<file path="src/rtl/fc_output_argmax.sv">
// Final classifier stage: scores N_OUT classes from N_IN hidden activations
// (Q16.16) and reports the arg-max class index together with its score.
module fc_output_argmax #(
  parameter int N_IN        = 48,
  parameter int N_OUT       = 10,
  parameter int FRAC_BITS   = 16,
  parameter int WEIGHT_BASE = 0,
  parameter int BIAS_BASE   = 0
) (
  input  logic        Clk,
  input  logic        Reset,
  input  logic        start,
  input  logic [31:0] act_data,
  input  logic [31:0] weight,
  input  logic [31:0] bias,
  output logic [13:0] act_addr,
  output logic [13:0] weight_addr,
  output logic [9:0]  bias_addr,
  output logic [3:0]  digit,
  output logic [31:0] max_score,
  output logic        ready,
  output logic        busy,
  output logic [2:0]  dbg_state_o
);

  localparam int SW = $clog2(N_IN + 1);
  localparam int NW = $clog2(N_OUT + 1);
  localparam logic [SW-1:0] N_IN_C  = SW'(N_IN);
  localparam logic [NW-1:0] N_OUT_C = NW'(N_OUT);
  localparam logic [31:0]   BEST_INIT = 32'h8000_0000;

  typedef enum logic [2:0] {
    S_IDLE,
    S_CHECK_NEURON,
    S_LOAD_BIAS,
    S_CHECK_STEP,
    S_LOAD,
    S_ACCUMULATE,
    S_COMPARE,
    S_DONE
  } state_t;

  state_t             state_q, state_d;
  logic [NW-1:0]      neuron_q, neuron_d;
  logic [SW-1:0]      step_q, step_d;
  logic signed [31:0] acc_q, acc_d;
  logic signed [31:0] best_q, best_d;
  logic [3:0]         best_idx_q, best_idx_d;
  logic signed [31:0] bias_q, bias_d;
  logic signed [31:0] act_q, act_d;
  logic signed [31:0] w_q, w_d;
  logic [3:0]         digit_q, digit_d;
  logic [31:0]        max_q, max_d;

  logic signed [63:0] act_ext, w_ext, prod_full, prod_shift;
  logic signed [31:0] prod;

  // Full 64-bit signed product, then arithmetic shift back to Q16.16
  // (floor rounding); the upper bits are dropped, so large products wrap.
  assign act_ext    = {{32{act_q[31]}}, act_q};
  assign w_ext      = {{32{w_q[31]}}, w_q};
  assign prod_full  = act_ext * w_ext;
  assign prod_shift = prod_full >>> FRAC_BITS;
  assign prod       = prod_shift[31:0];

  // RAM addresses are purely combinational from the counters; the RAMs
  // return data one cycle after the address is presented.
  assign act_addr    = 14'(step_q);
  assign weight_addr = 14'(WEIGHT_BASE) + 14'(neuron_q) * 14'(N_IN) + 14'(step_q);
  assign bias_addr   = 10'(BIAS_BASE) + 10'(neuron_q);

  // Handshake: start is a request honoured only while busy is low; ready is
  // a single-cycle completion strobe, after which digit/max_score are valid
  // and stay stable until the next completed run.
  assign ready       = (state_q == S_DONE);
  assign busy        = (state_q != S_IDLE);
  assign digit       = digit_q;
  assign max_score   = max_q;
  assign dbg_state_o = state_q;

  always_comb begin
    state_d    = state_q;
    neuron_d   = neuron_q;
    step_d     = step_q;
    acc_d      = acc_q;
    best_d     = best_q;
    best_idx_d = best_idx_q;
    bias_d     = bias_q;
    act_d      = act_q;
    w_d        = w_q;
    digit_d    = digit_q;
    max_d      = max_q;
    unique case (state_q)
      S_IDLE: begin
        if (start) begin
          neuron_d   = '0;
          step_d     = '0;
          best_d     = BEST_INIT;
          best_idx_d = '0;
          state_d    = S_CHECK_NEURON;
        end
      end
      S_CHECK_NEURON: begin
        acc_d = '0;
        if (neuron_q == N_OUT_C) begin
          digit_d = best_idx_q;
          max_d   = best_q;
          state_d = S_DONE;
        end else begin
          state_d = S_LOAD_BIAS;
        end
      end
      S_LOAD_BIAS: begin
        bias_d  = bias;
        state_d = S_CHECK_STEP;
      end
      S_CHECK_STEP: begin
        if (step_q == N_IN_C) begin
          acc_d   = acc_q + bias_q;
          step_d  = '0;
          state_d = S_COMPARE;
        end else begin
          state_d = S_LOAD;
        end
      end
      S_LOAD: begin
        act_d   = act_data;
        w_d     = weight;
        step_d  = step_q + SW'(1);
        state_d = S_ACCUMULATE;
      end
      S_ACCUMULATE: begin
        acc_d   = acc_q + prod;
        state_d = S_CHECK_STEP;
      end
      S_COMPARE: begin
        // Strict compare: ties keep the lower class index.
        if (acc_q > best_q) begin
          best_d     = acc_q;
          best_idx_d = 4'(neuron_q);
        end
        neuron_d = neuron_q + NW'(1);
        state_d  = S_CHECK_NEURON;
      end
      S_DONE: begin
        state_d = S_IDLE;
      end
      default: begin
        state_d = S_IDLE;
      end
    endcase
  end

  always_ff @(posedge Clk) begin
    if (Reset) begin
      state_q    <= S_IDLE;
      neuron_q   <= '0;
      step_q     <= '0;
      acc_q      <= '0;
      best_q     <= BEST_INIT;
      best_idx_q <= '0;
      bias_q     <= '0;
      act_q      <= '0;
      w_q        <= '0;
      digit_q    <= '0;
      max_q      <= '0;
    end else begin
      state_q    <= state_d;
      neuron_q   <= neuron_d;
      step_q     <= step_d;
      acc_q      <= acc_d;
      best_q     <= best_d;
      best_idx_q <= best_idx_d;
      bias_q     <= bias_d;
      act_q      <= act_d;
      w_q        <= w_d;
      digit_q    <= digit_d;
      max_q      <= max_d;
    end
  end

endmodule

</file>
<file path="config.mk">
export PLATFORM = sky130hd
export DESIGN_NAME = fc_output_argmax
export DESIGN_NICKNAME = d
export VERILOG_FILES = /design/src/rtl/fc_output_argmax.sv
export SDC_FILE = /design/constraint.sdc
export NUM_CORES = 2
export LEC_CHECK = 0
export ABC_CLOCK_PERIOD_IN_PS = 11500
export BUFFER_PORTS_ARGS = -buffer_cell sky130_fd_sc_hd__buf_2
export CAP_MARGIN = 40
export CORE_MARGIN = 4
export CORE_UTILIZATION = 44
export CTS_CLUSTER_DIAMETER = 30
export DETAILED_ROUTE_END_ITERATION = 7
export GPL_ROUTABILITY_DRIVEN = 0
export PLACE_DENSITY = 0.58
export SYNTH_ARGS = -nofsm -noshare
export SYNTH_HDL_FRONTEND = slang
export SYNTH_SLANG_ARGS = --single-unit
</file>
<file path="constraint.sdc">
create_clock -name Clk -period 11.5 [get_ports Clk]
set_input_delay 0.575 -clock Clk [delete_from_list [all_inputs] [get_ports Clk]]
set_output_delay 0.575 -clock Clk [all_outputs]
set_load 0.01 [all_outputs]
</file>
* Yosys cells after proc, flatten, opt, wreduce, memory -nomap -nowiden
Index checks and enable logic that the tools add are counted.
Cells by class: $add $sub $neg 5, multipliers 2, order comparisons 1, equality and inequality tests 12, multiplexer cells 16, reduce and logical (&&, ||, !) cells 11
Operators with widths (count):
- $mux W32 | 3
- $pmux W32 S3 | 1
- $add A32 B32 Y32 | 2
- $pmux W32 S2 | 1
- $mul A32 B32 Y48 | 1
- $gt A32 B32 Y1 | 1
- $pmux W3 S7 | 1
- $pmux W6 S3 | 1
- $pmux W4 S2 | 2
- $eq A3 B3 Y1 const B | 4
- $mux W6 | 2
- $add A10 B6 Y11 | 1
- $reduce_bool A3 Y1 | 3
- $mux W4 | 2
- $add A6 B1 Y6 const B | 1
- $eq A3 B2 Y1 const B | 2
- $eq A6 B6 Y1 const B | 1
- $mul A4 B2 Y6 const B | 1
- $mux W3 | 2
- $ne A2 B2 Y1 const B | 3
- $reduce_and A2 Y1 | 3
- $reduce_and A3 Y1 | 2
- $add A4 B1 Y4 const B | 1
- $eq A4 B4 Y1 const B | 1
- 5 further kinds | 5
Word-level totals: bits in registers 213, input bits 99, output and inout port bits 79, logic and storage cells 58

* Logic depth before layout (Yosys ltp)
depth after elaboration 3, mapped depth 42, depth with buffers taken out 41

* Least setup slack after synthesis
OpenSTA, ideal clock, no wires.
path kind register to register, start reg act_q[15], end reg acc_q[29], library setup time 135 ps, data arrival time 9027 ps, data required time 11365 ps, path slack 2338 ps, cell stages (with the launch flop) 41, buffers on the path 1, clock period less this slack 9162 ps, path through dfxtp_1 clkbuf_1 and2_1 fa_1 fa_1 inv_1 fa_1 fa_1 inv_1 fa_1 inv_1 fa_1 inv_1 fa_1 fa_1 ha_1 a21oi_1 nor2b_1 [... 5 more ...] a21o_4 a21o_4 a21oi_4 or4b_1 nand3_1 ha_1 a21o_1 a21o_1 a21oi_1 nor2_1 a211oi_1 o21ai_1 o31ai_4 o21ai_1 a21o_1 a21oi_1 xor2_1 o22ai_1
On the way: word-level cells in the longest chain between the ends 3
Ends and longest elaborated chain:
- start: declaration | line 50 | logic signed [31:0] act_q, act_d;
- start signal: assignment | line 175 | act_q <= act_d;
- $mul A32 B32 Y48 | line 62 | assign prod_full = act_ext * w_ext;
- $add A32 B32 Y32 | line 133 | acc_d = acc_q + prod;
- $pmux W32 S3 | line 93 | unique case (state_q)
- end signal: assignment | line 159 | acc_q <= '0;
- end signal: assignment | line 171 | acc_q <= acc_d;
- end: declaration | line 46 | logic signed [31:0] acc_q, acc_d;
Every way passes these cells. A chain may end at the register's enable or synchronous reset.

* Worst setup path after layout
start reg w_q[2], end reg acc_q[29]
On the way: word-level cells in the longest chain between the ends 3
Ends and longest elaborated chain:
- start: declaration | line 51 | logic signed [31:0] w_q, w_d;
- start signal: assignment | line 176 | w_q <= w_d;
- $mul A32 B32 Y48 | line 62
- $add A32 B32 Y32 | line 133
- $pmux W32 S3 | line 93
Every way passes these cells.

==> flow_summary.toml <==
[detailed_routing]
ant_nets = 0
drt_iter0_markers = 1478
wl_per_cell_um = 18.96
drt_wl_total_um = 107800
first_pass_iters = 5
via_count = 28720
drcViolationCount = 0
viasPerCell = 5.051

[layout]
fillers = 8377
area_growth_pct = 11.69
nets = 5650
drive_gt1_share_pct = 8.679

[clocking]
hold_buffers = 0
cts_tree = "built"
cts_buffers = 73
clk_pin_slew_ns = 0.04
htree_num_levels = 3
cts.repair.resized = 0
post_cts_buffers = 0
clkLatencyLatePin_ns = 0.62
cts_buffer_depth = 3
numClockSinks = 213
root_buffer = "clkbuf_16"

[placement]
dp_hpwl_um = 87270
io_buffers = 160

[logic_synthesis]
async_flop_share_pct = 0
synthCells = 4396
avgSynthCellArea_um2 = 8.879
synth_edf_count = 0
synth_area_leaders = "fa_1 43%, dfxtp_1 11%, and2_1 8.1%"
ys_types = 64
syn-cell-area_um2 = 39030
ys_seq_area_share_pct = 10.93
yosys_warnings = 0
yosysTopAreaCellShare_pct = 43.14
ys_ff_latch = 213
ys_dominant_reg_cell = "dfxtp_1"
synth_top_area_cell = "fa_1"

[critical_path]
criticalPathCategory = "reg2reg"
worst_setup_path_end_kind = "flip-flop"
r2r-end = "acc_q[29]"
crit_path_top_delay_cell = "dfxtp_1"
cp_max_fo = 21
crit_top_cell = "fa_1"
r2r-start = "w_q[2]"
startpoint_type = "flip-flop"
arrival_ns = 10.76
worst-endpoint-required_ns = 11.97
crit_end = "acc_q[29]"
r2r_slack_ns = 1.21
max_stage_delay_ns = 0.91
reg2regPathDepth = 35
critPathLaunch = "w_q[2]"

[pwr]
p_int_mw = 2.151
power.density_nw_per_um2 = 66.90
max-vdd-ir-drop_mv = 0.1035
p_seq_share_pct = 27.0
p_leak_nw = 21.72
power.switching_mw = 0.7654
clockPowerShare_pct = 65.4
pwr-share-comb_pct = 7.5
p_sw_share_pct = 26.24

[global_routing]
track_usage_pct = 23.84
grt_pass1_wl_um = 175900
antenna_found_initial = 6
grt.overflow.total = 0
grt_max_degree = 92
first_global_vias = 31480

[floorplan]
die_x_um = 305.8
row_count = 108
initial_core_util_pct = 44.64
core_um2 = 87430
ioPinCount = 178
design.die.area_um2 = 93530
dieHeight_um = 305.8

[timing]
worst_hold_slack_ns = 0.2001
slew_viol_final = 0
setup_tns_ns = 0
slew_headroom_pct = 38.49
setup-violations-final = 0
min_period_ns = 10.29
worst_pin_slew_ns = 0.9214
skew_ns = 0.03753
hold_viol = 0
fmax_ghz = 0.09722
layout_worst_path_cycle_share_pct = 89.44
grt_setup_unrepaired = "no"

[hold_path]
min_from = "weight[11]"
hold_path_class = "in2reg"

[outcome]
status = "complete, no violations"

[run]
drv_cap = 0
## placed cells by master (no fill, tap or decap), types with 69 or more instances in the layout
cell type	count
a21oi_1	184
and2_1	504
buf_2	159
buf_4	73
clkbuf_16	73
dfxtp_1	213
fa_1	841
ha_1	238
inv_1	838
nand2_1	789
nor2_1	69
xnor2_1	72
## area by class of cell
class | instances | area (um2) | area share [%]
timing repair buffer | 252 | 1733 | 3.975
sequential | 213 | 4264 | 9.782
multi-input combinational | 3094 | 30590 | 70.17
tap | 1155 | 1445 | 3.315
clock buffer | 105 | 2127 | 4.879
antenna | 3 | 7.507 | 0.01722
clock inverter | 26 | 280.3 | 0.6429
inverter | 838 | 3146 | 7.216
## layer usage
layer	wire length (um)	global-route usage (%)	part of all wire, %
met5	40	0	0.037
met4	3264	7.446	3.0
met3	4572	3.300	4.2
met2	54740	41.60	51
met1	45160	30.84	42
## stage by stage
step / total power, mW / setup slack (ns) / util (%) / cell area [um2] / instances
finish: 2.916 / 1.214 / 49.86 / 43590 / 5686
global route: 3.024 / 0.6509 / 49.86 / 43590 / 5684
CTS: 2.951 / 1.205 / 49.85 / 43590 / 5683
detailed placement: 1.020 / 1.250 / 47.10 / 41180 / 5552
global placement: 1.009 / 1.272 / 46.66 / 40790 / 5532
floorplan: 0.9181 / 2.338 / - / 39090 / 4412
## Yosys cell counts, types with 16 or more instances
cell type	number
o21ai_0	43
xnor2_1	72
xor2_1	37
a22oi_1	23
nor3_1	17
nand3_1	19
fa_1	841
nand2b_1	16
clkbuf_1	239
ha_1	238
buf_4	22
nand2_1	790
dfxtp_1	213
mux2i_1	37
nor2b_1	21
nor2_1	69
inv_1	838
and2_1	504
a21oi_1	185
a21o_1	44
## worst min path at each step
stage          cells after the start            end  slack, ns
5_1_grt                            3     bias_q[28]       0.18
6_report                           3        w_q[11]       0.20
3_5_place_dp                       2  max_score[19]       0.44
2_1_floorplan                      2       digit[0]       0.43
3_3_place_gp                       2   max_score[5]       0.44
4_1_cts                            3     bias_q[19]       0.16
## kinds of logic (layout without fill, tap and decap cells)
group | count (synthesis) | count (layout) | synth area share [%]
flip-flops | 213 | 213 | 10.93
XOR/XNOR | 109 | 109 | 2.446
adder cells (fa/ha/maj) | 1079 | 1079 | 50.77
multiplexers | 37 | 37 | 0.9489
AO/OA/AOI/OAI | 374 | 374 | 5.892
AND/OR/NAND/NOR | 1478 | 1478 | 18.12
other | 1 | 20 | 0.009608
buffers and inverters | 1105 | 1221 | 10.90
## sequential cells by signal, indices dropped and copies added, names as in the netlist, 6 cells and up
register / cells
acc_q: 32
act_q: 32
best_q: 32
bias_q: 32
max_score: 32
w_q: 32
step_q: 6
## worst max-delay path: cells and delay by family (launching register included)
kind            cells  cell delay, ns
buf+inv             3            0.42
flops               1            0.91
compound gates     17            3.39
fa+ha+maj          10            4.65
simple gates        3            0.36
xor+xnor            2            0.39
## power by group through the flow
stage	logic, mW	clock network, mW	registers, mW
after floorplan	0.139	0	0.779
after global routing	0.243	1.99	0.790
final	0.220	1.91	0.788
after global placement	0.204	0	0.805
after CTS	0.222	1.94	0.788
after detailed placement	0.220	0	0.800
Note: power is estimated with default switching activity, not from simulation.
